[src/rtl/qam_frame_ctrl.sv]
// qam_frame_ctrl
//    Frame controller behind a 16-QAM demodulation chain. After a start
//    request it enables the chain and hunts the symbol stream for the sync
//    word. It then packs the following payload nibbles into bytes and queues
//    them in a 4-entry output FIFO.
//
// Parameters
//    SYNC_WORD      16-bit sync pattern. The most significant nibble arrives first.
//    PAYLOAD_BYTES  payload bytes per frame (1..255)
//    TIMEOUT        idle cycles allowed between payload symbols (1..65535)
//
// Ports
//    axi_clk     clock, rising edge
//    axi_rst     synchronous active-high reset
//    start       one-cycle request to leave IDLE and hunt for sync
//    abort       one-cycle request to return to IDLE and flush the FIFO
//    chain_en    enable for the demod chain, high outside IDLE
//    sym_valid   symbol strobe from the demod chain
//    sym         demodulated 4-bit symbol
//    m_valid     output byte valid (FIFO not empty)
//    m_data      output byte (FIFO head)
//    m_last      head byte is the last byte of its frame
//    m_ready     downstream accept
//    frame_done  pulse when the last byte of a frame is written (or dropped)
//    sync_lost   pulse on payload timeout
//    overflow    sticky: a byte was dropped because the FIFO was full
module qam_frame_ctrl #(
   parameter logic [15:0] SYNC_WORD     = 16'hEB90,
   parameter int unsigned PAYLOAD_BYTES = 64,
   parameter int unsigned TIMEOUT       = 1023
) (
   input  logic       axi_clk,
   input  logic       axi_rst,
   input  logic       start,
   input  logic       abort,
   output logic       chain_en,
   input  logic       sym_valid,
   input  logic [3:0] sym,
   output logic       m_valid,
   output logic [7:0] m_data,
   output logic       m_last,
   input  logic       m_ready,
   output logic       frame_done,
   output logic       sync_lost,
   output logic       overflow
);

   typedef enum logic [1:0] {IDLE, HUNT, PAYLOAD} state_t;

   localparam logic [7:0]  LAST_IDX = 8'(PAYLOAD_BYTES - 1);
   localparam logic [15:0] TMO_LAST = 16'(TIMEOUT - 1);

   state_t      state;
   logic [11:0] sync_sr;      // last three hunt nibbles; the current symbol completes the word
   logic [2:0]  sym_cnt;      // hunt symbols since entering HUNT, saturates at 4
   logic        nib_phase;    // 1 = high nibble held, waiting for the low nibble
   logic [3:0]  hi_nib;
   logic [7:0]  byte_cnt;
   logic [15:0] tmo_cnt;
   logic        wr_pend;      // byte assembled last cycle, written to the FIFO this cycle
   logic [8:0]  wr_entry;     // {last, data}

   // Shift-register FIFO. Entry 0 is always the head, so the outputs come straight from flops.
   logic [8:0]  fifo_mem [4];
   logic [3:0]  fifo_vld;     // thermometer code: occupied entries are packed toward entry 0
   logic [8:0]  mem_nxt [4];
   logic [3:0]  vld_nxt;
   logic        placed;
   logic        pop;
   logic        drop;
   logic [15:0] sr_shift;

   assign sr_shift = {sync_sr, sym};
   assign pop      = fifo_vld[0] & m_ready;
   // A full FIFO still accepts a byte when the head leaves in the same cycle.
   assign drop     = wr_pend & fifo_vld[3] & ~pop;

   assign m_valid  = fifo_vld[0];
   assign m_data   = fifo_mem[0][7:0];
   assign m_last   = fifo_mem[0][8];

   always_comb begin
      // NOTE: every signal gets a default before any branch, so no latch can be inferred.
      mem_nxt = fifo_mem;
      vld_nxt = fifo_vld;
      placed  = 1'b0;
      if (pop) begin
         for (int i = 0; i < 3; i++) begin
            mem_nxt[i] = fifo_mem[i+1];
            vld_nxt[i] = fifo_vld[i+1];
         end
         vld_nxt[3] = 1'b0;
      end
      if (wr_pend && !drop) begin
         for (int i = 0; i < 4; i++) begin
            if (!placed && !vld_nxt[i]) begin
               mem_nxt[i] = wr_entry;
               vld_nxt[i] = 1'b1;
               placed     = 1'b1;
            end
         end
      end
   end

   // NOTE: all state updates use non-blocking assignments, so every branch reads pre-edge values.
   always_ff @(posedge axi_clk) begin
      if (axi_rst) begin
         state      <= IDLE;
         chain_en   <= 1'b0;
         sync_sr    <= '0;
         sym_cnt    <= '0;
         nib_phase  <= 1'b0;
         hi_nib     <= '0;
         byte_cnt   <= '0;
         tmo_cnt    <= '0;
         wr_pend    <= 1'b0;
         wr_entry   <= '0;
         // NOTE: the FIFO storage is reset because its head entry drives m_data/m_last directly.
         fifo_mem   <= '{default: '0};
         fifo_vld   <= '0;
         frame_done <= 1'b0;
         sync_lost  <= 1'b0;
         overflow   <= 1'b0;
      end else if (abort) begin
         // Abort wins over everything else. The overflow flag survives it.
         state      <= IDLE;
         chain_en   <= 1'b0;
         sync_sr    <= '0;
         sym_cnt    <= '0;
         nib_phase  <= 1'b0;
         byte_cnt   <= '0;
         tmo_cnt    <= '0;
         wr_pend    <= 1'b0;
         fifo_vld   <= '0;
         frame_done <= 1'b0;
         sync_lost  <= 1'b0;
      end else begin
         fifo_mem   <= mem_nxt;
         fifo_vld   <= vld_nxt;
         overflow   <= overflow | drop;
         frame_done <= wr_pend & wr_entry[8];
         sync_lost  <= 1'b0;
         wr_pend    <= 1'b0;

         case (state)
            IDLE: begin
               if (start) begin
                  state     <= HUNT;
                  chain_en  <= 1'b1;
                  sync_sr   <= '0;
                  sym_cnt   <= '0;
                  nib_phase <= 1'b0;
                  byte_cnt  <= '0;
                  tmo_cnt   <= '0;
               end
            end

            HUNT: begin
               if (sym_valid) begin
                  sync_sr <= sr_shift[11:0];
                  if (sym_cnt != 3'd4) sym_cnt <= sym_cnt + 3'd1;
                  // Only a word built entirely from this hunt's own symbols may match.
                  if (sym_cnt >= 3'd3 && sr_shift == SYNC_WORD) begin
                     state     <= PAYLOAD;
                     nib_phase <= 1'b0;
                     byte_cnt  <= '0;
                     tmo_cnt   <= '0;
                  end
               end
            end

            PAYLOAD: begin
               if (sym_valid) begin
                  tmo_cnt <= '0;
                  if (!nib_phase) begin
                     hi_nib    <= sym;
                     nib_phase <= 1'b1;
                  end else begin
                     nib_phase <= 1'b0;
                     wr_pend   <= 1'b1;
                     wr_entry  <= {byte_cnt == LAST_IDX, hi_nib, sym};
                     if (byte_cnt == LAST_IDX) begin
                        // Frame complete: hunt again right away for a back-to-back frame.
                        byte_cnt <= '0;
                        state    <= HUNT;
                        sync_sr  <= '0;
                        sym_cnt  <= '0;
                     end else begin
                        byte_cnt <= byte_cnt + 8'd1;
                     end
                  end
               end else if (tmo_cnt == TMO_LAST) begin
                  // Timeout: drop the partial nibble. Bytes already queued stay in the FIFO.
                  sync_lost <= 1'b1;
                  state     <= HUNT;
                  sync_sr   <= '0;
                  sym_cnt   <= '0;
                  nib_phase <= 1'b0;
                  byte_cnt  <= '0;
                  tmo_cnt   <= '0;
               end else begin
                  tmo_cnt <= tmo_cnt + 16'd1;
               end
            end

            default: begin
               state    <= IDLE;
               chain_en <= 1'b0;
            end
         endcase
      end
   end

endmodule

[config.mk]
export PLATFORM = sky130hd
export DESIGN_NAME = qam_frame_ctrl
export DESIGN_NICKNAME = d
export VERILOG_FILES = /design/src/rtl/qam_frame_ctrl.sv
export SDC_FILE = /design/constraint.sdc
export NUM_CORES = 1
export LEC_CHECK = 0
export ABC_CLOCK_PERIOD_IN_PS = 4730
export BUFFER_PORTS_ARGS = -buffer_cell sky130_fd_sc_hd__clkbuf_2
export CAP_MARGIN = 20
export CORE_UTILIZATION = 60
export CTS_BUF_LIST = sky130_fd_sc_hd__clkbuf_2
export DETAILED_ROUTE_END_ITERATION = 8
export GPL_ROUTABILITY_DRIVEN = 0
export HOLD_SLACK_MARGIN = 0.08
export PLACE_DENSITY = 0.78
export SYNTH_ARGS = -nofsm -noshare
export SYNTH_HDL_FRONTEND = slang
export SYNTH_SLANG_ARGS = --single-unit
[constraint.sdc]
create_clock -name axi_clk -period 4.73 [get_ports axi_clk]
set_input_delay 0.7095 -clock axi_clk [delete_from_list [all_inputs] [get_ports axi_clk]]
set_output_delay 0.7095 -clock axi_clk [all_outputs]
set_load 0.005 [all_outputs]
* After elaboration in Yosys (flattened, before gate mapping)
Cells that the tools add are included. Widths: inputs -> output; s select.
Word-level totals: flip-flop bits (word level) 100, input bits 10, output and inout bits 14, word-level logic and storage cells 139
Operators by class: add/subtract/negate cells 3, $lt $le $gt $ge 1, eq/ne operators 13, multiplexer cells 65, bitwise logic cells 11, reductions and logical operators 28
Operators with widths (count):
- $mux 16 | 5
- $mux 12 | 6
- $mux 8 | 7
- $pmux 16 s3 | 1
- $mux 36 | 1
- $mux 9 | 4
- $pmux 12 s3 | 1
- $mux 27 | 1
- $pmux 8 s3 | 1
- $mux 3 | 7
- $mux 1 | 18
- $reduce_and 6->1 | 3
- $add 16x1->16 const B | 1
- $eq 16x10->1 const B | 1
- $eq 16x16->1 const B | 1
- $mux 2 | 7
- $ne 3x3->1 const B | 4
- $reduce_and 4->1 | 3
- $pmux 3 s3 | 1
- $add 8x1->8 const B | 1
- $eq 8x6->1 const B | 1
- $mux 4 | 2
- $ne 2x2->1 const B | 4
- $reduce_or 4->1 | 2
- 19 further kinds | 38

* Depth between registers and ports, before layout
depth in word-level cells 18, gate-level depth with buffers 8, mapped depth without buffers 7

* Worst setup path after synthesis
Ideal clock, no wire load.
kind input-to-reg, from input m_ready, to register fifo_mem (netlist bit m_data[0]), library setup time 128 ps, arrival time 2154 ps, required time 4602 ps, setup slack 2448 ps, stages on the path 7, buffers on the path 2, path through clkbuf_1 -> and3b_1 -> o21ai_0 -> buf_1 -> a21oi_1 -> o22ai_1 -> nor2_1
Between the ends: longest elaborated chain between the ends 6, elaborated cells between the ends (all ways) 9, classes of those cells mux (4); bitwise (3); reduce/logical (2)
Ends and longest elaborated chain:
- from (decl) | line 42 | input logic m_ready,
- $and 1x1->1 * | line 74 | assign pop = fifo_vld[0] & m_ready;
- $not 1->1 | line 76 | assign drop = wr_pend & fifo_vld[3] & ~pop;
- $and 1x1->1 | line 76
- $logic_not 1->1 | line 94 | if (wr_pend && !drop) begin
- $logic_and 1x1->1 | line 94
- $mux 36 * | line 94
- to (signal assigned) | line 138 | fifo_mem <= mem_nxt;
- to (decl) | line 64 | logic [8:0] fifo_mem [4];
Mark *: on every way between the ends. The rest lies on a longest branch, timed or not. A chain may end at the register's enable or synchronous reset.

* Worst setup path in the final report
from register state[1], to register tmo_cnt[9]
Between the ends: longest elaborated chain between the ends 3, elaborated cells between the ends (all ways) 9, classes of those cells eq/ne (5); mux (1); reduce/logical (3)
Ends and longest elaborated chain:
- from (decl) | line 53 | state_t state;
- from (signal assigned) | line 108 | state <= IDLE;
- from (signal assigned) | line 126 | state <= IDLE;
- from (signal assigned) | line 148 | state <= HUNT;
- $eq 2x1->1 (tied with other cells) | line 145 | case (state)
- $ne 2x2->1 (no source line) / $reduce_bool 3->1 (equally long branches)
- $reduce_and 4->1 (no source line)
- to (signal assigned) | line 202 | tmo_cnt <= tmo_cnt + 16'd1;
- to (decl) | line 59 | logic [15:0] tmo_cnt;
Parallel ways exist; a longest one is shown, timed or not.

==> flow_metrics.env <==
export IMPL_synth_flop_cell="dfxtp_1"
export IMPL_grt_overflow_total=0
export IMPL_combPwrFrac_pct=4.9
export IMPL_clkTransAtPathRegs_ps=280
export IMPL_clk_latency_ps=560
export IMPL_grt_max_degree=54
export IMPL_area_delta_synth_final_pct=4.79
export IMPL_wl_um=11000
export IMPL_nets=615
export IMPL_synth_top_cell_area_share_pct=40.2
export IMPL_cts_buffers_inserted=9
export IMPL_worst_path_max_fanout=19
export IMPL_synth_area_per_cell_um2=8.23
export IMPL_ant_nets=0
export IMPL_synth_seq_cells=100
export IMPL_final_cells=702
export IMPL_h_tree_depth=3
export IMPL_cp_arrival_ps=3360
export IMPL_p_int_uw=1050
export IMPL_vias_per_cell=6.28
export IMPL_power_leakage_uw=0.00196
export IMPL_p_switching_uw=351
export IMPL_sequentialPowerShare_pct=60.7
export IMPL_rsz0062_at_grt="no"
export IMPL_syn_cell_area_um2=4980
export IMPL_maxSlewHeadroom_pct=29.6
export IMPL_fp_row_count=32
export IMPL_hold_violations=0
export IMPL_dp_hpwl_um=7420
export IMPL_p_per_area_nw_per_um2=268
export IMPL_postCtsHoldBufs=0
export IMPL_slowest_delay_ps=670
export IMPL_synth_area_leaders="dfxtp_1 (40%), a21oi_1 (5.2%), nor2_1 (5.0%), mux2i_1 (4.8%), o21ai_0 (3.8%)"
export IMPL_synth_distinct_cells=63
export IMPL_status="completed"
export IMPL_grt_pass1_vias=3909
export IMPL_seq_area_frac_synth_pct=40.2
export IMPL_slew_violations=0
export IMPL_path_buf_inv=1
export IMPL_crit_family="simple AND/OR/NAND/NOR gates"
export IMPL_setup_worst_path_start_class="flop"
export IMPL_max_freq_ghz=0.348
export IMPL_die_area_um2=8680
export IMPL_path_cells="inv_1 -> ha_1 -> a221oi_1 -> nand3_1 -> or4_1 -> a21oi_1"
export IMPL_cp_slowest_cell="a221oi_1"
export IMPL_layout_min_cycle_time_ps=2870
export IMPL_io_pins=24
export IMPL_synth_edf_count=0
export IMPL_post_cts_buffers=0
export IMPL_fin_setup_tns_ps=0
export IMPL_place_inst=684
export IMPL_yosys_warnings=0
export IMPL_min_period_over_period_pct=60.7
export IMPL_swShare_pct=25.1
export IMPL_vias=4407
export IMPL_peakVddDrop_mv=0.147
export IMPL_ctsResizeCount=0
export IMPL_die_h_um=93.2
export IMPL_holdWs_ps=379
export IMPL_post_drt_wl_per_cell_um=15.6
export IMPL_synthesis_nets=626
export IMPL_n_antenna_cell=0
export IMPL_drive_gt1_share_pct=10.2
export IMPL_cts_tree="yes"
export IMPL_numPortBuffers=23
export IMPL_initial_utilization_pct=63.2
export IMPL_tightest_slew_ps=1060
export IMPL_synthCells=606
export IMPL_track_usage_pct=26.2
export IMPL_drt_iter0_drc=325
export IMPL_skew_ps=30.4
export IMPL_pwr_share_clk_pct=34.4
export IMPL_dr_pass1_iters=5
export IMPL_clkSinkCount=100
export IMPL_core_area_um2=7890
export IMPL_crit_type="flop to flop"
export IMPL_antenna_found_initial=0
export IMPL_maxCapViolations=0
export IMPL_die_x_um=93.2
export IMPL_remaining_drc_errors=0
export IMPL_required_ps=5220
export IMPL_synth_most_common_cell="dfxtp_1"
export IMPL_synthTopCellsByCount="dfxtp_1 (100), nor2_1 (67), a21oi_1 (52), o21ai_0 (38), clkbuf_1 (35)"
export IMPL_yosysTopAreaCell="dfxtp_1"
export IMPL_r2r_slack_ps=1860
export IMPL_setup_violations=0
export IMPL_cts_root_buf="clkbuf_2"
export IMPL_cts_buffer_depth=2
export IMPL_synthArstFlopShare_pct=0
export IMPL_grt_pass1_wl_um=18500
export IMPL_holdCritPathClass="primary input to flop"
export IMPL_cp_end_kind="flop"
==> cell type report <==
class | instances | area (µm²)
Timing Repair Buffer | 27 | 173
Tap cell | 102 | 128
Fill cell | 663 | 2660
Clock inverter | 7 | 105
Multi-Input combinational cell | 424 | 2650
Sequential cell | 100 | 2000
Clock buffer | 9 | 45.0
Inverter | 33 | 124
==> worst paths after layout <==
kind             start          end  depth (start not counted)
min reg2reg  hi_nib[2]  wr_entry[6]                          2
max           state[1]   tmo_cnt[9]                          6
max reg2reg   state[1]   tmo_cnt[9]                          6
min             sym[2]  wr_entry[2]                          3
==> logic make-up after synthesis <==
family	Yosys count	share of synthesized area (%)
compound gates	174	22.4
fa+ha+maj	10	2.51
buf+inv	82	6.85
flops	100	40.2
mux	34	7.08
simple gates	206	21.0
==> cell usage in the layout, fill, tap and decap left out, types with 12 or more instances in the layout <==
cell type,Yosys,layout
a211oi_1,12,12
clkbuf_2,0,32
inv_1,32,32
nand4_1,20,20
dfxtp_1,100,100
mux2i_1,24,24
nor3_1,16,16
o21ai_0,38,38
nand3_1,22,22
a21oi_1,52,52
nand2_1,34,34
nor2_1,67,67
==> sequential cells by signal, indices dropped and copies added, names as in the netlist <==
register and count:
byte_cnt 8, chain_en 1, fifo_mem 27, fifo_vld 4, frame_done 1, hi_nib 4, m_data 8, m_last 1
nib_phase 1, overflow 1, state 2, sym_cnt 3, sync_lost 1, sync_sr 12, tmo_cnt 16, wr_entry 9
wr_pend 1
==> metrics by stage <==
step | setup WS [ps] | total power [µW] | utilization [%] | instance area, µm²
6_report | 1860 | 1400 | 66.2 | 5220
3_3_place_gp | 1830 | 926 | 63.8 | 5030
5_1_grt | 1640 | 1450 | 66.2 | 5220
2_1_floorplan | 2450 | 911 | - | 4980
3_5_place_dp | 1670 | 929 | 63.8 | 5030
4_1_cts | 1680 | 1410 | 65.7 | 5180
==> tightest hold or removal path, stage by stage <==
cell	delay (ps)
clkbuf_2	110
nand2_1	60
a21oi_1	50
==> routing by layer <==
metal,routed length [µm],vias to the layer above,GRT usage (%)
met5,0,-,0
met4,84,0,6.67
met3,632,8,5.04
met2,5000,144,40.3
met1,5250,2065,37.6
li1,-,2190,-
==> power by group through the flow <==
| stage | clock network [µW] | logic, µW | registers, µW |
|---|---|---|---|
| global route | 525 | 75.0 | 850 |
| floorplan | 0 | 47.8 | 863 |
| CTS | 493 | 65.2 | 849 |
| finish | 481 | 68.9 | 849 |
| global placement | 0 | 62.6 | 863 |
| detailed placement | 0 | 64.9 | 864 |
Note: power is estimated with default switching activity, not from simulation.
